**src/rtl/i2f_pkg.sv**
```systemverilog
// Shared types for the int-to-float operand stage: op type enum,
// rounding-mode constants and the buffered entry struct.
package i2f_pkg;

  typedef enum logic [1:0] {
    TYP_W  = 2'd0,
    TYP_WU = 2'd1,
    TYP_L  = 2'd2,
    TYP_LU = 2'd3
  } typ_e;

  localparam logic [2:0] RM_RNE = 3'd0;
  localparam logic [2:0] RM_RTZ = 3'd1;
  localparam logic [2:0] RM_RDN = 3'd2;
  localparam logic [2:0] RM_RUP = 3'd3;
  localparam logic [2:0] RM_RMM = 3'd4;
  localparam logic [2:0] RM_DYN = 3'd7;

  // Widest tag any instance may carry; instances use the low TAG_W bits.
  localparam int TAG_MAX = 32;

  typedef struct packed {
    logic               signedIn;
    logic [63:0]        in;
    logic [2:0]         roundingMode;
    logic [TAG_MAX-1:0] tag;
    logic               illegalRm;
  } entry_t;

endpackage

```
**src/rtl/i2f_operand_fmt.sv**
```systemverilog
// Combinational decode of op type and rounding mode into a
// converter-ready entry.
module i2f_operand_fmt
  import i2f_pkg::*;
(
  input  logic [1:0]         typ,
  input  logic [63:0]        data,
  input  logic [2:0]         rm,
  input  logic [2:0]         frm,
  input  logic [TAG_MAX-1:0] tag,
  output entry_t             entry
);

  logic [2:0] effRm;
  logic       illegal;

  always_comb begin
    effRm   = (rm == RM_DYN) ? frm : rm;
    illegal = (effRm > RM_RMM);
    entry              = '0;
    entry.tag          = tag;
    entry.illegalRm    = illegal;
    entry.roundingMode = illegal ? RM_RNE : effRm;
    unique case (1'b1)
      typ == TYP_W: begin
        entry.in       = {{32{data[31]}}, data[31:0]};
        entry.signedIn = 1'b1;
      end
      typ == TYP_WU: begin
        entry.in       = {32'd0, data[31:0]};
        entry.signedIn = 1'b0;
      end
      typ == TYP_L: begin
        entry.in       = data;
        entry.signedIn = 1'b1;
      end
      default: begin
        entry.in       = data;
        entry.signedIn = 1'b0;
      end
    endcase
  end

endmodule

```
**src/rtl/i2f_operand_stage.sv**
```systemverilog
// Two-entry operand buffer in front of the int-to-recoded-float converter.
// Define I2F_OPERAND_STAGE_PERF_EN to add the io_opCount accepted-op counter.
module i2f_operand_stage
  import i2f_pkg::*;
#(
  parameter int TAG_W = 7,
  parameter int CNT_W = 32
) (
  input  logic             clock,
  input  logic             reset_n,
  input  logic             io_req_valid,
  output logic             io_req_ready,
  input  logic [1:0]       io_req_typ,
  input  logic [63:0]      io_req_data,
  input  logic [2:0]       io_req_rm,
  input  logic [TAG_W-1:0] io_req_tag,
  input  logic [2:0]       io_frm,
  input  logic             io_kill,
  output logic             io_resp_valid,
  input  logic             io_resp_ready,
  output logic             io_resp_signedIn,
  output logic [63:0]      io_resp_in,
  output logic [2:0]       io_resp_roundingMode,
  output logic [TAG_W-1:0] io_resp_tag,
  output logic             io_resp_illegalRm
`ifdef I2F_OPERAND_STAGE_PERF_EN
  ,
  output logic [CNT_W-1:0] io_opCount
`endif
);

  entry_t     fmtEntry;
  entry_t     mem [2];
  entry_t     head;
  logic [1:0] count;
  logic       wrPtr;
  logic       rdPtr;
  logic       push;
  logic       pop;
  logic       unusedTagHi;

  i2f_operand_fmt uFmt (
    .typ  (io_req_typ),
    .data (io_req_data),
    .rm   (io_req_rm),
    .frm  (io_frm),
    .tag  (TAG_MAX'(io_req_tag)),
    .entry(fmtEntry)
  );

  assign io_req_ready  = (count < 2'd2);
  assign io_resp_valid = (count != 2'd0);
  assign push = io_req_valid && io_req_ready;
  assign pop  = io_resp_valid && io_resp_ready;

  always_ff @(posedge clock or negedge reset_n) begin
    if (!reset_n) begin
      count  <= 2'd0;
      wrPtr  <= 1'b0;
      rdPtr  <= 1'b0;
      mem[0] <= '0;
      mem[1] <= '0;
    end else if (io_kill) begin
      count <= 2'd0;
      wrPtr <= 1'b0;
      rdPtr <= 1'b0;
    end else begin
      if (push) begin
        mem[wrPtr] <= fmtEntry;
        wrPtr      <= ~wrPtr;
      end
      if (pop) begin
        rdPtr <= ~rdPtr;
      end
      count <= count + {1'b0, push} - {1'b0, pop};
    end
  end

  // Payload is forced to zero whenever nothing is presented.
  assign head = io_resp_valid ? mem[rdPtr] : '0;

  assign io_resp_signedIn     = head.signedIn;
  assign io_resp_in           = head.in;
  assign io_resp_roundingMode = head.roundingMode;
  assign io_resp_tag          = head.tag[TAG_W-1:0];
  assign io_resp_illegalRm    = head.illegalRm;
  assign unusedTagHi          = ^head.tag;

`ifdef I2F_OPERAND_STAGE_PERF_EN
  // Counts every accepted push, including one dropped by a same-cycle kill.
  always_ff @(posedge clock or negedge reset_n) begin
    if (!reset_n) begin
      io_opCount <= '0;
    end else if (push) begin
      io_opCount <= io_opCount + CNT_W'(1);
    end
  end
`endif

endmodule

```
**config.mk**
```make
export PLATFORM = sky130hd
export DESIGN_NAME = i2f_operand_stage
export DESIGN_NICKNAME = d
export VERILOG_FILES = /design/src/rtl/i2f_pkg.sv /design/src/rtl/i2f_operand_fmt.sv /design/src/rtl/i2f_operand_stage.sv
export SDC_FILE = /design/constraint.sdc
export NUM_CORES = 1
export LEC_CHECK = 0
export BUFFER_PORTS_ARGS = -buffer_cell sky130_fd_sc_hd__buf_4
export CORE_UTILIZATION = 40
export DETAILED_ROUTE_END_ITERATION = 10
export PLACE_DENSITY = 0.65
export SLEW_MARGIN = 5
export SYNTH_ARGS = -nofsm -noshare
export SYNTH_HDL_FRONTEND = slang
export SYNTH_SLANG_ARGS = --single-unit
```
**constraint.sdc**
```tcl
create_clock -name clock -period 1.9 [get_ports clock]
set_input_delay 0.095 -clock clock [delete_from_list [all_inputs] [get_ports clock]]
set_output_delay 0.095 -clock clock [all_outputs]
set_load 0.01 [all_outputs]
```
==> impl_summary.txt <==
----------------------------------------------------
[Route]
  WL/cell ... 14.2 um
  DRT Wirelength ... between 15000 and 20000 um
  First-iteration detailed-routing DRC count ... 322
  Uppermost layer routed ... met4
  Via-per-instance ratio ... 4.78
  Number of remaining DRC errors ... 0
  Count of antenna-violating nets left after detailed routing ... 0
  TritonRoute pass-1 iters ... 4
  Detailed route wirelength on metal3 ... 914 um
  WL met2 ... 8460 um
  Sum of routed wire segments on met1 ... 8480 um
  Vias ... 6066

[Clock network]
  Clock latency at the later pin of the worst-skew pair ... 420 ps
  Clock tree root buffer cell ... sky130_fd_sc_hd__clkbuf_16
  Number of buffers on the longest clock path ... 2
  Num Clock Sinks ... 156
  TritonCTS clock tree ... done
  Clock Pin Slew Worst Setup and Hold Paths ... around 60 ps
  Level count of the clock H-tree ... 4
  Number of clock buffers inserted by TritonCTS ... 17

[Placement]
  Port Buffers ... 161
  Detailed Place HPWL ... about 11000 um
  Worst slack after detailed placement ... between 100 and 150 ps
  Routability-driven placement congestion ratio ... 0.735

[Pwr]
  Total power ... 14.4 mW
  Portion of total power attributed to the clock network ... 0.254
  Part of the power in combinational logic ... 0.361
  Internal Pwr Total ... 9.63 mW
  Reported leakage power ... 4.96 nW
  Switching power ... 4.79 mW
  VDD IR-drop max ... 0.712 mV
  Sequential group share of total power ... 0.384
  Switching part of the total power ... 0.332
  Pwr Density ... 1430 mW/mm2

[STA]
  Period minus WS final ... 1800 ps
  Actual slew at the worst max-slew pin ... slightly below 600 ps
  Largest clock skew in the final design ... ~6.8 ps
  Final-report hold violation count ... 0
  Pins Over Slew Limit ... 0
  Final setup margin ... 96.3 ps
  Setup Total Neg Slack ... 0 ps
  Max transition margin ... 0.613
  Achievable frequency ... 554 MHz
  Count of final setup violators ... 0
  Final Cycle Share ... 0.949

[Critical path]
  R2R Path Start ... count[1]
  Element type at the critical path start ... flip-flop
  Type of element capturing the critical path ... primary output
  Endpoint arrival time on the critical path ... 1710 ps
  Path depth of the worst reg2reg path ... 8
  Reg2reg setup slack ... between 200 and 250 ps
  Critical path required time ... 1800 ps
  Highest fanout seen on the critical path ... 34
  R2R Path End ... count[1]
  Crit Path Class ... reg -> out

[Die]
  IO Pins ... 162
  Initial cell density of the core ... 0.411
  Core box area ... ~0.017 mm2
  Die area ... 0.0184 mm2
  Die width ... 135 um
  Number of rows created at floorplan ... 48
  Die boundary height ... about 140 um

[Yosys]
  Leading register cell type out of synthesis ... sky130_fd_sc_hd__dfrtp_1
  Number of warnings reported in the yosys synthesis log ... 0
  Average cell area after synthesis ... 8.76 um2
  Distinct cells, synth ... 27
  Count of flip-flops with a built-in enable after synthesis ... 0
  Post-Syn Nets ... 899
  Dominant cell by count in the synthesized netlist ... sky130_fd_sc_hd__nand2_1
  Sequential element share of the synthesized area ... 0.548
  Synthesized flop and latch total ... 156
  Proportion of netlist area held by the largest area contributor ... 0.548
  Number of instances in the synthesized netlist ... 813
  Most common library cells after synthesis ... 309 x sky130_fd_sc_hd__nand2_1, 156 x sky130_fd_sc_hd__dfrtp_1, 80 x sky130_fd_sc_hd__nor2_1
  Async set-or-reset flop fraction in the synthesized netlist ... 1.00
  Mapped Area ... ~0.007 mm2
  Most area-hungry cell type in the Yosys netlist ... sky130_fd_sc_hd__dfrtp_1
  Area contributors post-synth ... sky130_fd_sc_hd__dfrtp_1 55%, sky130_fd_sc_hd__nand2_1 16%, sky130_fd_sc_hd__mux2i_1 11%

[Global routing]
  First-pass GRT wire length ... about 29000 um
  Number of antenna violations at the first check in global routing ... 0
  Largest net degree at the start of global routing ... 65
  Sum of overflow across all layers after global routing ... 0
  Vias in the first global route ... 5938
  Total track usage ... 0.205

[Min path]
  Beginning of the worst hold path ... io_req_data[63]
  Tightest Hold Check Type ... in -> reg
  WHS Endpoint ... mem[200]
  Number of cells on the worst hold path ... 3

[Final layout]
  ANT cells ... 0
  Area grow syn2layout ... 41.3%
  Layout net count ... 1116
  Fraction of layout instances using a drive strength above 1 ... 0.216

[Flow run]
  Count of maximum capacitance violations ... 0

[Run status]
  Result of the run ... finished clean

----------------------------------------------------
[worst max-delay path, stage by stage, from the launching register on]
cell	delay, ps
sky130_fd_sc_hd__dfrtp_1	450
sky130_fd_sc_hd__buf_4	170
sky130_fd_sc_hd__nor2_4	40
sky130_fd_sc_hd__buf_4	140
sky130_fd_sc_hd__buf_12	170
sky130_fd_sc_hd__nor2_1	180
sky130_fd_sc_hd__buf_4	150
[how the worst max path moves through the flow]
stage	start	to	slack, ps	depth (start not counted)
finish	count[1]	io_resp_in[32]	100	6
global route	count[1]	io_resp_roundingMode[0]	-4	6
CTS	count[1]	io_resp_roundingMode[0]	50	5
detailed placement	count[1]	count[1]	150	8
global placement	count[1]	count[1]	170	8
floorplan	count[1]	count[1]	260	8
[state kept, by name (all words and copies together), names as in the netlist]
name   flops
count      2
wrPtr      1
rdPtr      1
mem      152
[layer usage]
metal | vias up | global-route usage
met1 | 2833 | 0.279
met5 | - | 0
li1 | 3064 | -
met3 | 8 | 0.0494
met4 | 0 | 0.0512
met2 | 161 | 0.327
[per-stage QoR]
step	instances	utilization	hold WS [ps]	area, um2
after global placement	1163	0.501	119	8690
after CTS	1264	0.577	1.08	10000
after floorplan	813	-	-201	7130
final	1268	0.580	19.3	10100
after global routing	1268	0.580	14.2	10100
after detailed placement	1163	0.501	120	8690
[power by group through the flow]
stage / registers [mW] / clock network, mW / logic [mW]
detailed placement: 5.60 / 0 / 5.01
floorplan: 5.38 / 0 / 3.12
global route: 5.74 / 3.89 / 5.84
CTS: 5.55 / 3.73 / 5.16
finish: 5.54 / 3.66 / 5.21
global placement: 5.55 / 0 / 4.94
[cells by family (layout without fill, tap and decap cells)]
group / Yosys count / in the layout / synth area share
AO/OA/AOI/OAI: 114 / 114 / 0.0813
XOR/XNOR: 3 / 3 / 0.00369
adder cells (fa/ha/maj): 2 / 2 / 0.00351
buffers and inverters: 62 / 292 / 0.0385
flip-flops: 156 / 156 / 0.548
multiplexers: 76 / 76 / 0.107
AND/OR/NAND/NOR: 400 / 400 / 0.218
[layout by cell type, fill, tap and decap left out, types with 2 or more instances in the layout]
cell,Yosys,routed
sky130_fd_sc_hd__clkbuf_1,30,2
sky130_fd_sc_hd__a21oi_1,34,34
sky130_fd_sc_hd__buf_4,0,174
sky130_fd_sc_hd__clkbuf_16,0,18
sky130_fd_sc_hd__o21ai_0,47,46
sky130_fd_sc_hd__o31ai_1,2,2
sky130_fd_sc_hd__clkinv_2,0,5
sky130_fd_sc_hd__ha_1,2,2
sky130_fd_sc_hd__inv_1,5,5
sky130_fd_sc_hd__buf_12,0,10
sky130_fd_sc_hd__bufinv_16,0,5
sky130_fd_sc_hd__dfrtp_1,156,155
sky130_fd_sc_hd__and3b_1,2,2
sky130_fd_sc_hd__nand2_1,309,309
sky130_fd_sc_hd__mux2i_1,76,76
sky130_fd_sc_hd__nor2_1,80,79
sky130_fd_sc_hd__o21ai_1,30,31
sky130_fd_sc_hd__dlygate4sd3_1,0,69
sky130_fd_sc_hd__xnor2_1,2,2
[timing repair]
action / 4_1_cts / 5_1_grt
resized for setup: 0 / 1
hold buffers: 69 / 0
endpoints found under the setup margin: 0 / 15
setup buffers: 0 / 3
hold endpoints to repair: 181 / 0
[final cells by class]
type / count / area [um2]
clock buffers: 20 / 447
clock inverters: 12 / 191
fillers: 1514 / 7290
inverters: 5 / 18.8
multi-input cells: 595 / 2990
flip-flops and latches: 156 / 3910
well taps: 225 / 282
repair buffers: 255 / 2230
Note: power is estimated with default switching activity, not from simulation.
